**src/rtl/exc_flush_ctrl_pkg.sv**
```systemverilog
// exc_flush_ctrl_pkg: ExcCodes, CP0 Status bit positions, FSM states and the interrupt-pending helper.
package exc_flush_ctrl_pkg;
    localparam logic [31:0] EXC_VECTOR_DEF = 32'hBFC0_0380;
    localparam int EXV_W = 7;
    localparam logic [4:0] EX_INT = 5'h00;
    localparam logic [4:0] EX_ADEL = 5'h04;
    localparam logic [4:0] EX_ADES = 5'h05;
    localparam logic [4:0] EX_SYS = 5'h08;
    localparam logic [4:0] EX_BP = 5'h09;
    localparam logic [4:0] EX_RI = 5'h0a;
    localparam logic [4:0] EX_OV = 5'h0c;
    localparam int ST_IE = 0;
    localparam int ST_EXL = 1;

    typedef enum logic {IDLE, REDIR} state_t;

    function automatic logic int_pending(input logic [31:0] status, input logic [31:0] cause);
        return status[ST_IE] & ~status[ST_EXL] & |(status[15:8] & cause[15:8]);
    endfunction
endpackage

```
**src/rtl/exc_flush_ctrl_if.sv**
```systemverilog
// exc_flush_ctrl_if: WB/CP0 inputs, CP0 commit strobes and fetch redirect handshake.
// EXC_STAT_CNT_EN adds the exc_cnt/int_cnt statistics outputs.
interface exc_flush_ctrl_if;
    import exc_flush_ctrl_pkg::*;
    logic             ws_valid;
    logic [31:0]      ws_pc;
    logic             ws_bd;
    logic [EXV_W-1:0] ws_ex_vec;
    logic             ws_eret;
    logic [31:0]      c0_status;
    logic [31:0]      c0_cause;
    logic [31:0]      c0_epc;
    logic             wb_ex;
    logic [4:0]       wb_excode;
    logic             wb_bd;
    logic [31:0]      wb_pc;
    logic             eret_flush;
    logic             flush;
    logic             redirect_valid;
    logic [31:0]      redirect_pc;
    logic             redirect_ready;
`ifdef EXC_STAT_CNT_EN
    logic [31:0]      exc_cnt;
    logic [31:0]      int_cnt;
`endif

    modport master (
        output ws_valid, ws_pc, ws_bd, ws_ex_vec, ws_eret, c0_status, c0_cause, c0_epc, redirect_ready,
        input  wb_ex, wb_excode, wb_bd, wb_pc, eret_flush, flush, redirect_valid, redirect_pc
`ifdef EXC_STAT_CNT_EN
        , exc_cnt, int_cnt
`endif
    );

    modport slave (
        input  ws_valid, ws_pc, ws_bd, ws_ex_vec, ws_eret, c0_status, c0_cause, c0_epc, redirect_ready,
        output wb_ex, wb_excode, wb_bd, wb_pc, eret_flush, flush, redirect_valid, redirect_pc
`ifdef EXC_STAT_CNT_EN
        , exc_cnt, int_cnt
`endif
    );
endinterface

```
**src/rtl/exc_prio_enc.sv**
```systemverilog
// exc_prio_enc: picks the highest-priority cause from the WB exception flags and the pending interrupt.
module exc_prio_enc
    import exc_flush_ctrl_pkg::*;
(
    input  logic [EXV_W-1:0] ex_vec,
    input  logic             int_pend,
    output logic             any,
    output logic [4:0]       excode
);
    assign any = int_pend | (|ex_vec);
    // Load/store AdEL ranks below the fetch-side causes, hence the split AdEL entries.
    always_comb
        excode = int_pend  ? EX_INT  :
                 ex_vec[0] ? EX_ADEL :
                 ex_vec[1] ? EX_RI   :
                 ex_vec[2] ? EX_OV   :
                 ex_vec[3] ? EX_SYS  :
                 ex_vec[4] ? EX_BP   :
                 ex_vec[5] ? EX_ADEL :
                 ex_vec[6] ? EX_ADES : EX_INT;
endmodule

```
**src/rtl/exc_flush_ctrl.sv**
```systemverilog
// exc_flush_ctrl: WB-stage exception/ERET sequencer driving CP0 strobes, flush and the fetch redirect.
// EXC_STAT_CNT_EN: adds exception/interrupt statistics counters.
module exc_flush_ctrl
    import exc_flush_ctrl_pkg::*;
#(
    parameter logic [31:0] EXC_VECTOR = EXC_VECTOR_DEF
) (
    input logic             clk,
    input logic             reset,
    exc_flush_ctrl_if.slave bus
);
    state_t      state;
    logic [31:0] tgt;
    logic        int_pend, any, idle, take_ex, take_eret;
    logic [4:0]  code;
    logic        unused_bits;

    assign unused_bits = ^{bus.c0_status[31:16], bus.c0_status[7:2], bus.c0_cause[31:16], bus.c0_cause[7:0]};
    assign int_pend = int_pending(bus.c0_status, bus.c0_cause);

    exc_prio_enc u_enc (.ex_vec(bus.ws_ex_vec), .int_pend(int_pend), .any(any), .excode(code));

    // Outputs are forced low while reset is asserted so a reset in REDIR drops the redirect at once.
    assign idle = (state == IDLE) & ~reset;
    assign take_ex = idle & bus.ws_valid & any;
    assign take_eret = idle & bus.ws_valid & bus.ws_eret & ~any;

    assign bus.wb_ex = take_ex;
    assign bus.wb_excode = take_ex ? code : 5'd0;
    assign bus.wb_bd = take_ex & bus.ws_bd;
    assign bus.wb_pc = take_ex ? bus.ws_pc : 32'd0;
    assign bus.eret_flush = take_eret;
    assign bus.redirect_valid = (state == REDIR) & ~reset;
    assign bus.flush = take_ex | take_eret | bus.redirect_valid;
    assign bus.redirect_pc = tgt;

    always_ff @(posedge clk) begin
        if (reset) begin
            state <= IDLE;
            tgt <= 32'd0;
        end else if (take_ex | take_eret) begin
            state <= REDIR;
            tgt <= take_ex ? EXC_VECTOR : bus.c0_epc;
        end else if (state == REDIR && bus.redirect_ready) begin
            state <= IDLE;
        end
    end

`ifdef EXC_STAT_CNT_EN
    logic [31:0] exc_cnt_q, int_cnt_q;
    assign bus.exc_cnt = exc_cnt_q;
    assign bus.int_cnt = int_cnt_q;
    always_ff @(posedge clk) begin
        if (reset) begin
            exc_cnt_q <= 32'd0;
            int_cnt_q <= 32'd0;
        end else if (take_ex) begin
            exc_cnt_q <= exc_cnt_q + 32'd1;
            if (code == EX_INT) int_cnt_q <= int_cnt_q + 32'd1;
        end
    end
`endif
endmodule

```
**src/flat_wrapper.sv**
```systemverilog
// flat-port wrapper written by rule: the top's interface ports become plain ports
module exc_flush_ctrl_flat import exc_flush_ctrl_pkg::*;
#(
    parameter logic [31:0] EXC_VECTOR = EXC_VECTOR_DEF
)
  (clk, reset, bus_ws_valid, bus_ws_pc, bus_ws_bd, bus_ws_ex_vec, bus_ws_eret, bus_c0_status, bus_c0_cause, bus_c0_epc, bus_redirect_ready, bus_wb_ex, bus_wb_excode, bus_wb_bd, bus_wb_pc, bus_eret_flush, bus_flush, bus_redirect_valid, bus_redirect_pc);
  exc_flush_ctrl_if bus_i ();
  input logic clk;
  input logic reset;
  input wire logic [$bits(bus_i.ws_valid)-1:0] bus_ws_valid;
  input wire logic [$bits(bus_i.ws_pc)-1:0] bus_ws_pc;
  input wire logic [$bits(bus_i.ws_bd)-1:0] bus_ws_bd;
  input wire logic [$bits(bus_i.ws_ex_vec)-1:0] bus_ws_ex_vec;
  input wire logic [$bits(bus_i.ws_eret)-1:0] bus_ws_eret;
  input wire logic [$bits(bus_i.c0_status)-1:0] bus_c0_status;
  input wire logic [$bits(bus_i.c0_cause)-1:0] bus_c0_cause;
  input wire logic [$bits(bus_i.c0_epc)-1:0] bus_c0_epc;
  input wire logic [$bits(bus_i.redirect_ready)-1:0] bus_redirect_ready;
  output wire logic [$bits(bus_i.wb_ex)-1:0] bus_wb_ex;
  output wire logic [$bits(bus_i.wb_excode)-1:0] bus_wb_excode;
  output wire logic [$bits(bus_i.wb_bd)-1:0] bus_wb_bd;
  output wire logic [$bits(bus_i.wb_pc)-1:0] bus_wb_pc;
  output wire logic [$bits(bus_i.eret_flush)-1:0] bus_eret_flush;
  output wire logic [$bits(bus_i.flush)-1:0] bus_flush;
  output wire logic [$bits(bus_i.redirect_valid)-1:0] bus_redirect_valid;
  output wire logic [$bits(bus_i.redirect_pc)-1:0] bus_redirect_pc;
  assign bus_i.ws_valid = bus_ws_valid;
  assign bus_i.ws_pc = bus_ws_pc;
  assign bus_i.ws_bd = bus_ws_bd;
  assign bus_i.ws_ex_vec = bus_ws_ex_vec;
  assign bus_i.ws_eret = bus_ws_eret;
  assign bus_i.c0_status = bus_c0_status;
  assign bus_i.c0_cause = bus_c0_cause;
  assign bus_i.c0_epc = bus_c0_epc;
  assign bus_i.redirect_ready = bus_redirect_ready;
  assign bus_wb_ex = bus_i.wb_ex;
  assign bus_wb_excode = bus_i.wb_excode;
  assign bus_wb_bd = bus_i.wb_bd;
  assign bus_wb_pc = bus_i.wb_pc;
  assign bus_eret_flush = bus_i.eret_flush;
  assign bus_flush = bus_i.flush;
  assign bus_redirect_valid = bus_i.redirect_valid;
  assign bus_redirect_pc = bus_i.redirect_pc;
  exc_flush_ctrl #(.EXC_VECTOR(EXC_VECTOR)) u_core (.clk(clk), .reset(reset), .bus(bus_i));
endmodule
```
**config.mk**
```make
export PLATFORM = sky130hd
export DESIGN_NAME = exc_flush_ctrl_flat
export DESIGN_NICKNAME = d
export VERILOG_FILES = /design/src/rtl/exc_flush_ctrl_pkg.sv /design/src/rtl/exc_flush_ctrl_if.sv /design/src/rtl/exc_prio_enc.sv /design/src/rtl/exc_flush_ctrl.sv /design/src/flat_wrapper.sv
export SDC_FILE = /design/constraint.sdc
export NUM_CORES = 1
export LEC_CHECK = 0
export BUFFER_PORTS_ARGS = -buffer_cell sky130_fd_sc_hd__buf_4
export CAP_MARGIN = 20
export CORE_AREA = 2 2 82 84
export DETAILED_ROUTE_END_ITERATION = 12
export DIE_AREA = 0 0 84 86
export PLACE_DENSITY = 0.69
export SYNTH_ARGS = -nofsm -noshare
export SYNTH_HDL_FRONTEND = slang
export SYNTH_HIERARCHICAL = 1
export SYNTH_SLANG_ARGS = --single-unit
```
**constraint.sdc**
```tcl
create_clock -name clk -period 3.7 [get_ports clk]
set_clock_uncertainty 0.15 [all_clocks]
set_input_delay 0.74 -clock clk [delete_from_list [all_inputs] [get_ports clk]]
set_output_delay 0.74 -clock clk [all_outputs]
set_load 0.01 [all_outputs]
```
Word-level counts from Yosys, hierarchy flattened
Index checks and enable logic that the tools add are counted.
- muxes and demuxes: 13
- bitwise logic cells: 17
- reduce and logical (&&, ||, !) cells: 4
- operators by type and width (kind ; count):
    $mux 32 ; 2
    $mux 4 ; 7
    $and 1x1->1 ; 9
    $and 8x8->8 ; 1
    $reduce_or 8->1 ; 1
    $reduce_or 7->1 ; 1
    $mux 3 ; 2
    $not 1->1 ; 4
    $or 1x1->1 ; 3
    $mux 1 ; 2
    $reduce_bool 2->1 ; 1
    $logic_and 1x1->1 ; 1
- register bits after elaboration: 33
- input port bits: 141
- output and inout port bits: 74
- word-level logic and storage cells: 36

Longest topological paths before layout
- depth in word-level cells: 9
- depth in mapped cells: 11
- depth with buffers taken out: 9

By module
Netlist, hierarchy kept.
- by module, submodules not included (module ; times used ; cells an instance ; area an instance (um^2)):
    exc_flush_ctrl ; 1 ; 200 ; 1566.5
    exc_prio_enc ; 1 ; 17 ; 93.8

Worst setup path after synthesis
OpenSTA, ideal clock, no wires.
- path type: input to output
- from: input bus_c0_status[9]
- to: output bus_flush
- data arrival time: 2527 ps
- required time: 2810 ps
- path slack: 283 ps
- stages on the path: 10
- buffers on the path: 1
- cell sequence: a22o_1 > a221oi_1 > a311oi_1 > nor2_1 > nand2_1 > or3_1 > nand4bb_1 > buf_4 > nor2_2 > or3_1
- word-level cells in the longest chain between the ends: 8
- elaborated cells on any way between the ends: 9
- ends and longest elaborated chain (element ; RTL line ; source):
    start: declaration ; flat_wrapper.sv:15 ; input wire logic [$bits(bus_i.c0_status)-1:0] bus_c0_status;
    $and 8x8->8 ; exc_flush_ctrl_pkg.sv:18 ; return status[ST_IE] & ~status[ST_EXL] & |(status[15:8] & cause[15:8]);
    $reduce_or 8->1 ; exc_flush_ctrl_pkg.sv:18 ;
    $and 1x1->1 ; exc_flush_ctrl_pkg.sv:18 ;
    via u_core.int_pend ; exc_flush_ctrl.sv:14 ; logic int_pend, any, idle, take_ex, take_eret;
    $or 1x1->1 ; exc_prio_enc.sv:10 ; assign any = int_pend | (|ex_vec);
    via u_core.any ; exc_flush_ctrl.sv:14 ;
    $not 1->1 ; exc_flush_ctrl.sv:26 ; assign take_eret = idle & bus.ws_valid & bus.ws_eret & ~any;
    $and 1x1->1 ; exc_flush_ctrl.sv:26 ;
    via bus_eret_flush ; flat_wrapper.sv:23 ; output wire logic [$bits(bus_i.eret_flush)-1:0] bus_eret_flush;
    $or 1x1->1 (2 in series) ; exc_flush_ctrl.sv:34 ; assign bus.flush = take_ex | take_eret | bus.redirect_valid;
    end: declaration ; flat_wrapper.sv:24 ; output wire logic [$bits(bus_i.flush)-1:0] bus_flush;
The timed path passes the listed nets, and every way through them passes these cells.

Final worst setup path
- from: input bus_c0_status[9]
- to: output bus_flush
- word-level cells in the longest chain between the ends: 8
- elaborated cells on any way between the ends: 9
- ends and longest elaborated chain (element ; RTL line):
    $and 8x8->8 * ; exc_flush_ctrl_pkg.sv:18
    $reduce_or 8->1 * ; exc_flush_ctrl_pkg.sv:18
    $and 1x1->1 * ; exc_flush_ctrl_pkg.sv:18
    via u_core.int_pend ; exc_flush_ctrl.sv:14
    $or 1x1->1 * ; exc_prio_enc.sv:10
    via u_core.any ; exc_flush_ctrl.sv:14
    $not 1->1 ; exc_flush_ctrl.sv:26
    $and 1x1->1 ; exc_flush_ctrl.sv:26
    $or 1x1->1 * (2 in series) ; exc_flush_ctrl.sv:34
Mark *: on every way through the listed nets, which the timed path passes. The rest lies on a longest branch.

==> flow_summary.toml <==
[outcome]
run_status = "completed"

[setup_path]
crit_required_ns = 2.81
cpLargestDelayFamily = "simple AND/OR/NAND/NOR gates"
criticalPathCategory = "in2out"
path_buf_inv = 2
cp_data_arrival_time_ns = 2.78
r2r_setup_slack_ns = 2.04
path_depth = 10
timing.critical_path.slowest_cell_delay_ns = 0.39
worstPathMaxFanout = 4
start_kind = "primary input"
critical_path.cell_chain = "buf_6 > a22o_1 > a221oi_2 > a311oi_2 > nor2_1 > nand2_1 > or3_4 > and3b_4 > or3_4 > buf_6"
r2r.worst_path.cells = 3
crit-reg2reg-capture = "u_core/bus.redirect_pc[2]"
crit_slowest_cell = "or3_4"
worst_setup_path_end_kind = "output pin"
destination_of_the_critical_timing_path = "bus_flush"
critical_path.startpoint = "bus_c0_status[9]"
worstReg2RegStart = "u_core/state"

[global_routing]
grt_most_used_layer = "met2"
globalRouteTotalUtil_pct = 16.48
largest_net_degree_at_the_start_of_global_routing = 32
use_met3_pct = 6.833
grt_antenna_before_repair = 0
use_met1_pct = 22.68
first_global_vias = 1892
grt_remaining_overflow = 0
grt_first_pass_wirelength_mm = 9.597
groute.layer.met2.usage_pct = 24.44

[timing]
max_slew_margin_pct = 56.41
fmax_mhz = 272.5
unrepaired_setup_endpoints_after_global_routing = "yes"
timing.setup.tns_ns = 0
finalHoldViolCount = 0
min_period_over_period_pct = 99.19
slew_violations = 0
min_period_ns = 3.670
max_slew.worst_pin.slew_ns = 0.6538
finalSetupViolCount = 0

[drt]
wirelength_mm = 6.220
firstDrtPassIters = 4
wl_per_cell_microns = 13.52
drc = 0
route.vias.total = 2065
antenna_violating_nets_post_route = 0
vias_per_cell = 4.489
drt_iter0_drc = 62

[finish]
drive_above_1_share_pct = 50.13
final_nets = 523
ff_latch_area_sq_um = 660.6
diodes = 0
multi_input_comb_area_sq_um = 890.9
num-fill-cells = 596
syn2layout_area_growth_pct = 87.64

[min_path]
hold_class = "reg2reg"

[pwr]
power_mw = 0.9275
power.ir.vdd_worst_mv = 0.1865
power.static_leakage_nw = 1.524
power-per-cell-area_nw_per_um2 = 297.7

[die]
io-pin-count = 215
initial_utilization_pct = 26.45
core_area_sq_um = 6277
placement_rows = 29
design.die.area_sq_um = 7224
die_h_microns = 86
dieWidth_microns = 84

[clock_network]
cts_hold_buffers = 0
cts_buffer_depth = 2
tritoncts_clock_tree = "yes"
cts_inserted_buffers = 5
clk_root_buffer_cell = "clkbuf_8"
cts.clk_slew.worst_paths_ns = 0.07
clock_sink_count = 33
cts_max_level = 2
insertion_delay_ns = 0.28

[run]
drv.max_cap_violation_count = 0

[placement]
routabilityCongestion = 0.8438
port_buffers = 167
hpwl_mm = 4.992

[yosys]
syn_area_sq_um = 1660
avgSynthCellArea_sq_um = 7.651
synthesis.nets = 358
postSynthRegisterBits = 33
yosysWarningCount = 6
netlist-cell-type-count = 33
seq_area_frac_synth_pct = 39.79
synth_cells = 217
-- final cells by class --
class                           count  share of cell area, %
Timing Repair Buffer              175                  42.77
Multi-Input combinational cell    162                  28.59
Sequential cell                    33                  21.20
Tap cell                           77                  3.092
Clock buffer                        7                  2.771
Clock inverter                      1                 0.9639
Inverter                            5                 0.6024
-- cells in the mapped netlist --
cell,count,area (sq um)
a211o_1,1,8.760
a21boi_0,1,7.510
a21o_1,1,7.510
a21oi_1,32,160.2
a221oi_1,2,17.52
a22o_1,1,8.760
a22oi_1,2,15.01
a311oi_1,1,8.760
and2_1,39,244.0
and3b_4,1,12.51
and4bb_2,1,12.51
buf_2,7,35.03
buf_4,4,30.03
buf_6,3,33.78
clkbuf_1,1,3.750
clkbuf_2,2,10.01
conb_1,1,3.750
dfxtp_1,33,660.6
inv_1,5,18.77
nand2_1,40,150.1
nand2b_1,1,6.260
nand3b_1,1,7.510
nand4bb_1,1,11.26
nor2_1,15,56.30
nor2_2,1,6.260
nor2b_1,1,6.260
nor2b_4,1,13.76
nor3_1,12,60.06
nor3_2,1,10.01
o41ai_1,1,8.760
or2_1,1,6.260
or2_2,1,6.260
or3_1,2,12.51
-- worst min path at each step --
stage,cells past startpoint,end,startpoint,slack (ns)
2_1_floorplan,2,u_core/bus.redirect_pc[0],u_core/bus.redirect_pc[0],0.33
3_5_place_dp,2,u_core/bus.redirect_pc[18],u_core/bus.redirect_pc[18],0.30
3_3_place_gp,2,u_core/bus.redirect_pc[11],u_core/bus.redirect_pc[11],0.29
4_1_cts,2,u_core/bus.redirect_pc[18],u_core/bus.redirect_pc[18],0.31
5_1_grt,2,u_core/bus.redirect_pc[18],u_core/bus.redirect_pc[18],0.32
6_report,2,u_core/bus.redirect_pc[20],u_core/bus.redirect_pc[20],0.31
-- worst min-delay path, delay by kind of cell, from the launching register on --
kind / cells / cell delay (ns)
AO/OA/AOI/OAI: 1 / 0.05
flip-flops: 1 / 0.31
AND/OR/NAND/NOR: 1 / 0.05
-- placed cells by master, fill, tap and decap left out, types with 2 or more instances in the layout --
master,instances
dfxtp_1,33
or3_4,2
nand2_1,40
buf_4,170
nor3_1,12
and2_1,39
nor2_1,15
buf_6,5
a21oi_1,32
a22oi_1,2
inv_1,5
clkbuf_8,6
-- sequential cells by signal, indices dropped and copies added (netlist names) --
name and flops:
u_core/bus.redirect_pc 32, u_core/state 1
-- per-stage QoR --
stage	setup WS, ns	instances	util, %	hold WS (ns)	cell area, sq um
4_1_cts	0.004778	458	48.93	0.3082	3072
3_3_place_gp	-0.03998	450	46.88	0.2923	2943
2_1_floorplan	0.2830	217	-	0.3280	1660
6_report	0.02992	460	49.63	0.3051	3115
3_5_place_dp	-0.03289	450	46.88	0.2985	2943
5_1_grt	-0.04021	460	49.63	0.3246	3115
-- where the power goes --
part           internal, mW  total, mW  switching (mW)
clock network         0.219      0.342           0.122
registers             0.368      0.375         0.00702
logic                 0.130      0.211          0.0805
-- routing by layer --
| metal | share of wire (%) | up-vias |
|---|---|---|
| li1 | - | 1035 |
| met1 | 45 | 906 |
| met2 | 43 | 121 |
| met3 | 12 | 3 |
| met4 | 0.34 | 0 |
| met5 | 0 | - |
-- cells by family after synthesis --
logic type	share of synthesized area, %
and+or+nand+nor	37.45
other	0.2259
AOI/OAI and AO/OA	14.62
DFF	39.79
buffers and inverters	7.912
-- timing repair --
action | CTS | global route
setup endpoints to repair | 38 | 38
buffers inserted | 0 | 2
resized for setup | 2 | 7
pin swaps | 1 | 2
hold endpoints to repair | 0 | 0
gates cloned | 0 | 0
(Power assumes the default switching activity.)
